$ cat src/rtl/seq_cla_adder32.sv
// Multi-cycle 32-bit adder/subtractor: sums one STEP-bit slice per clock using
// chained 4-bit carry-lookahead groups, with a valid/ready handshake on each side.
module seq_cla_adder32 #(
    parameter int WIDTH = 32,
    parameter int STEP  = 8
) (
    input  logic             clk,
    input  logic             rst,
    input  logic             in_valid,
    output logic             in_ready,
    input  logic [WIDTH-1:0] a,
    input  logic [WIDTH-1:0] b,
    input  logic             cin,
    input  logic             op_sub,
    output logic             out_valid,
    input  logic             out_ready,
    output logic [WIDTH-1:0] sum,
    output logic             cout,
    output logic             ovf,
    output logic             zero
);

    localparam int NSLICE = WIDTH / STEP;
    localparam int NGROUP = STEP / 4;
    localparam int IDXW   = (NSLICE > 1) ? $clog2(NSLICE) : 1;

    typedef enum logic [1:0] {
        IDLE,
        RUN,
        DONE
    } state_t;

    state_t           r_state;
    logic [WIDTH-1:0] r_a;
    logic [WIDTH-1:0] r_b;
    logic             r_carry;
    logic [IDXW-1:0]  r_idx;
    logic [WIDTH-1:0] r_sum;
    logic             r_cout;
    logic             r_ovf;
    logic             r_zero;
    logic             r_in_ready;
    logic             r_out_valid;

    logic [STEP-1:0]  w_sa;
    logic [STEP-1:0]  w_sb;
    logic [STEP-1:0]  w_slice_sum;
    logic             w_slice_cout;
    logic             w_c_msb;
    logic [WIDTH-1:0] w_sum_next;
    logic             w_last;

    assign w_sa   = r_a[r_idx*STEP +: STEP];
    assign w_sb   = r_b[r_idx*STEP +: STEP];
    assign w_last = (r_idx == IDXW'(NSLICE - 1));

    // Slice adder: lookahead inside each 4-bit group, group P/G ripple between groups.
    always_comb begin
        logic [3:0] p;
        logic [3:0] gn;
        logic [3:0] c;
        logic       c_grp;
        logic       grp_g;
        logic       grp_p;
        // NOTE: every combinational output gets a default first so no path leaves it unassigned (no latch).
        p           = '0;
        gn          = '0;
        c           = '0;
        grp_g       = 1'b0;
        grp_p       = 1'b0;
        c_grp       = r_carry;
        w_slice_sum = '0;
        w_c_msb     = 1'b0;
        for (int g = 0; g < NGROUP; g++) begin
            p    = w_sa[g*4 +: 4] ^ w_sb[g*4 +: 4];
            gn   = w_sa[g*4 +: 4] & w_sb[g*4 +: 4];
            c[0] = c_grp;
            c[1] = gn[0] | (p[0] & c_grp);
            c[2] = gn[1] | (p[1] & gn[0]) | (p[1] & p[0] & c_grp);
            c[3] = gn[2] | (p[2] & gn[1]) | (p[2] & p[1] & gn[0]) | (p[2] & p[1] & p[0] & c_grp);
            w_slice_sum[g*4 +: 4] = p ^ c;
            grp_g = gn[3] | (p[3] & gn[2]) | (p[3] & p[2] & gn[1]) | (p[3] & p[2] & p[1] & gn[0]);
            grp_p = &p;
            if (g == NGROUP - 1) w_c_msb = c[3];
            c_grp = grp_g | (grp_p & c_grp);
        end
        w_slice_cout = c_grp;
        w_sum_next   = r_sum;
        w_sum_next[r_idx*STEP +: STEP] = w_slice_sum;
    end

    always_ff @(posedge clk) begin
        // NOTE: non-blocking assignments so every register samples pre-edge values.
        if (rst) begin
            r_state     <= IDLE;
            r_a         <= '0;
            r_b         <= '0;
            r_carry     <= 1'b0;
            r_idx       <= '0;
            r_sum       <= '0;
            r_cout      <= 1'b0;
            r_ovf       <= 1'b0;
            r_zero      <= 1'b0;
            r_in_ready  <= 1'b1;
            r_out_valid <= 1'b0;
        end else begin
            case (r_state)
                IDLE: begin
                    if (in_valid) begin
                        r_a        <= a;
                        r_b        <= op_sub ? ~b : b;
                        r_carry    <= op_sub ? 1'b1 : cin;
                        r_idx      <= '0;
                        r_in_ready <= 1'b0;
                        r_state    <= RUN;
                    end
                end
                RUN: begin
                    r_sum   <= w_sum_next;
                    r_carry <= w_slice_cout;
                    if (w_last) begin
                        r_cout      <= w_slice_cout;
                        r_ovf       <= w_c_msb ^ w_slice_cout;
                        r_zero      <= (w_sum_next == '0);
                        r_idx       <= '0;
                        r_out_valid <= 1'b1;
                        r_state     <= DONE;
                    end else begin
                        r_idx <= r_idx + 1'b1;
                    end
                end
                DONE: begin
                    if (out_ready) begin
                        r_out_valid <= 1'b0;
                        r_in_ready  <= 1'b1;
                        r_state     <= IDLE;
                    end
                end
                default: r_state <= IDLE;
            endcase
        end
    end

    assign in_ready  = r_in_ready;
    assign out_valid = r_out_valid;
    assign sum       = r_sum;
    assign cout      = r_cout;
    assign ovf       = r_ovf;
    assign zero      = r_zero;

endmodule

$ cat config.mk
export PLATFORM = sky130hd
export DESIGN_NAME = seq_cla_adder32
export DESIGN_NICKNAME = d
export VERILOG_FILES = /design/src/rtl/seq_cla_adder32.sv
export SDC_FILE = /design/constraint.sdc
export NUM_CORES = 1
export LEC_CHECK = 0
export CAP_MARGIN = 20
export CORE_MARGIN = 3
export CORE_UTILIZATION = 55
export CTS_BUF_LIST = sky130_fd_sc_hd__clkbuf_16
export DETAILED_ROUTE_END_ITERATION = 10
export PLACE_DENSITY = 0.82
export SETUP_SLACK_MARGIN = 0.4
export SLEW_MARGIN = 20
export SYNTH_ARGS = -nofsm -noshare
export SYNTH_HDL_FRONTEND = slang
export SYNTH_SLANG_ARGS = --single-unit
$ cat constraint.sdc
create_clock -name clk -period 10.3 [get_ports clk]
set_clock_uncertainty 0.15 [all_clocks]
set_input_delay 3.09 -clock clk [delete_from_list [all_inputs] [get_ports clk]]
set_output_delay 3.09 -clock clk [all_outputs]
set_load 0.03 [all_outputs]
==> flow_metrics.tcl <==
set metrics [dict create \
    outcome "complete, no violations" \
    synthAdderAreaFrac_pct 4.305 \
    grt_antenna_before_repair 0 \
    area_growth_pct 27.99 \
    cellLeakagePower_uw 0.002318 \
    final_ant_viol_nets 0 \
    post-synth-top-count-cell "sky130_fd_sc_hd__dfxtp_1" \
    via_count 4408 \
    synth_area_per_cell_um2 9.088 \
    synth_fp_nets 636 \
    clock_insertion_delay_at_the_later_pin_of_the_skew_report_ps 350 \
    gp_congestion 0.8496 \
    use_met3_pct 4.339 \
    worst_pin_slew_ps 876.2 \
    route.detailed.wl_per_inst_um 16.99 \
    diodes 0 \
    cts.repair.resized 0 \
    postSynth.topFlopCell "sky130_fd_sc_hd__dfxtp_1" \
    floorplan.die_area_um2 10270 \
    core_region_area_um2 8763 \
    irDropWorstVdd_uv 83.69 \
    cts_bufs_inserted 9 \
    synth_cells 550 \
    layout.filler_cells 650 \
    routed_wirelength_um 12690 \
    cp-start-kind "input port" \
    grt_use_met1_pct 31.04 \
    area_fraction_in_compound_gates_after_synthesis_pct 19.90 \
    endpoint_kind "register" \
    powerDensity_nw_per_um2 156.0 \
    timing_hold_violations_final 0 \
    avgViaCountPerCell 5.901 \
    final_max_slew_viol_count 0 \
    numPlacedInstances 732 \
    fmaxAchievable_mhz 206.1 \
    row_count 34 \
    grt_setup_unrepaired "no" \
    top_usage_layer "met2" \
    multiInputGateArea_um2 2705 \
    global_route.usage.met2_pct 42.71 \
    path_max_fanout 97 \
    synth.largest_area_cell "sky130_fd_sc_hd__dfxtp_1" \
    grt_overflow 0 \
    final.min_clock_period_ps 4852 \
    port-buffer-count 106 \
    seqCellArea_um2 2122 \
    worst_path_arrival_ps 4950 \
    timing.max_cap.violations 0 \
    cts_root_buffer "sky130_fd_sc_hd__clkbuf_16" \
    synthSimpleGateAreaFrac_pct 16.12 \
    finalSetupViolations 0 \
    layoutNonFillerInstCount 747 \
    share_of_cells_above_drive_strength_1_pct 7.042 \
    synthesis.yosys.warnings 0 \
    h-tree-depth 3 \
    synthArstFlopShare_pct 0 \
    cts-root-to-sink-buffers 2 \
    initial_core_util_pct 57.04 \
    ios 107 \
    post-dp-hpwl_um 9029 \
    timing.critical_path.required_ps 10400 \
    gr-usage-all-layers_pct 25.01 \
    place_area_um2 6083 \
    die-width_um 101.3 \
    wire_length_of_the_first_global_routing_pass_um 20240 \
    final_instance_area_um2 6397 \
    post_syn_area_um2 4999 \
    layout.nets 721 \
    min_period_over_period_pct 47.11 \
    post_cts.repair.setup_buffers 0 \
    synth_mux_area_share_pct 7.409 \
    timing.setup.critical_path_class "in2reg" \
    class_of_the_worst_hold_path "reg2reg" \
    drt_pass1_iterations 6 \
    hold_buffers 0 \
    grt_start_max_net_pins 98 \
    dieHeight_um 101.3 \
    count_of_different_cell_masters_after_synthesis 50 \
    clkSinkCount 106 \
    largest_family_of_logic_cells_by_synthesized_area "compound AO/OA/AOI/OAI gates" \
    yosys_register_bits 106 \
    synth.top_cells.by_count "sky130_fd_sc_hd__dfxtp_1, sky130_fd_sc_hd__nand2_1, sky130_fd_sc_hd__nor2_1, sky130_fd_sc_hd__a21oi_1" \
    dr_drc_count 0 \
    drtIter0Drc 293 \
    first_global_vias 4197 \
    post_synth_main_area_contributors "sky130_fd_sc_hd__dfxtp_1, sky130_fd_sc_hd__mux4_2, sky130_fd_sc_hd__xnor2_1" \
    cts_tree "built" \
    synth_enable_flop_cells 0 \
    yosysTopAreaCellShare_pct 42.45 \
    worst_setup_hold_path_clk_slew_ps 70 \
    totalNegativeSetupSlack_ps 0 \
    timing.max_slew.rel_slack_pct 41.59 \
    post_synth_xor_area_fraction_pct 6.133 \
    synth.yosys.seq_area_share_pct 42.45 \
]
[cell type report]
type	count	area share, %
multi-input combinational	396	42.28
timing repair buffer	110	16.90
inverter	12	0.7041
tap	108	2.112
clock buffer	9	3.520
sequential	106	33.17
clock inverter	6	1.310
[cell families after synthesis]
kind of cell	after synthesis
simple gates	184
buf+inv	48
flops	106
fa+ha+maj	16
mux	17
xor+xnor	35
compound gates	144
[path summary, 6_finish.rpt]
path	start	to	slack, ps	cells past startpoint
min reg2reg	r_a[13]$_SDFFE_PP0P_	r_a[13]$_SDFFE_PP0P_	300	2
max reg2reg	r_idx[0]$_SDFFE_PP0P_	zero$_SDFFE_PP0P_	5940	11
min	r_a[13]$_SDFFE_PP0P_	r_a[13]$_SDFFE_PP0P_	300	2
max	in_valid	r_b[5]$_SDFFE_PP0P_	5450	6
[state kept, by name (all words and copies together) (netlist names), 2 cells and up]
signal / count
r_a: 32
r_b: 32
sum: 32
r_idx: 2
r_state: 2
[where the power goes]
part,switching [µW],internal (µW),total [µW]
Combinational,106,87.7,194
Sequential,14.2,433,447
Clock,147,210,357
Total,267,731,998
[layer usage]
metal,wire (µm),vias up,part of all wire (%)
met5,0,-,0
met2,6422,178,51
met3,866,28,6.8
li1,-,2126,-
met1,5096,2076,40
met4,308,0,2.4
[worst max-delay path, stage by stage]
cell and delay [ps]:
sky130_fd_sc_hd__clkdlybuf4s50_1 570, sky130_fd_sc_hd__nand2_1 140, sky130_fd_sc_hd__nor2_4 90, sky130_fd_sc_hd__buf_4 660, sky130_fd_sc_hd__nor2_1 110, sky130_fd_sc_hd__a211oi_1 240
[cells in the final DEF, fill, tap and decap left out, types with 2 or more instances in the layout]
cell	netlist	layout
sky130_fd_sc_hd__buf_2	3	2
sky130_fd_sc_hd__nor2b_1	4	4
sky130_fd_sc_hd__a21oi_1	46	46
sky130_fd_sc_hd__inv_1	12	13
sky130_fd_sc_hd__nor2_1	77	76
sky130_fd_sc_hd__fa_1	2	2
sky130_fd_sc_hd__o22ai_1	2	2
sky130_fd_sc_hd__dfxtp_1	106	106
sky130_fd_sc_hd__a22oi_1	33	33
sky130_fd_sc_hd__ha_1	14	14
sky130_fd_sc_hd__nor4b_4	2	2
sky130_fd_sc_hd__clkdlybuf4s50_1	0	104
sky130_fd_sc_hd__a211oi_1	34	34
sky130_fd_sc_hd__bufinv_16	0	2
sky130_fd_sc_hd__buf_4	0	4
sky130_fd_sc_hd__a211o_1	3	3
sky130_fd_sc_hd__o211ai_1	2	2
sky130_fd_sc_hd__o21ai_0	6	6
sky130_fd_sc_hd__o21bai_1	2	2
sky130_fd_sc_hd__mux4_2	16	16
sky130_fd_sc_hd__xnor2_1	34	34
sky130_fd_sc_hd__nand2_1	79	79
sky130_fd_sc_hd__nor4_1	6	6
sky130_fd_sc_hd__nor3_1	2	2
sky130_fd_sc_hd__clkbuf_16	0	9
sky130_fd_sc_hd__a2111oi_0	2	2
sky130_fd_sc_hd__a311o_1	2	2
sky130_fd_sc_hd__and2_1	2	2
sky130_fd_sc_hd__nand3_1	3	2
[stage by stage]
step	power, µW	utilization, %	hold slack, ps	setup WS (ps)
CTS	1000	72.94	306.2	5459
global placement	640.8	69.42	288.6	5170
floorplan	578.3	-	283.1	5939
detailed placement	647.4	69.42	296.5	5088
finish	998.2	73.00	305.0	5448
global route	1037	73.00	320.5	5321
Power figures use the tool's default switching activity.
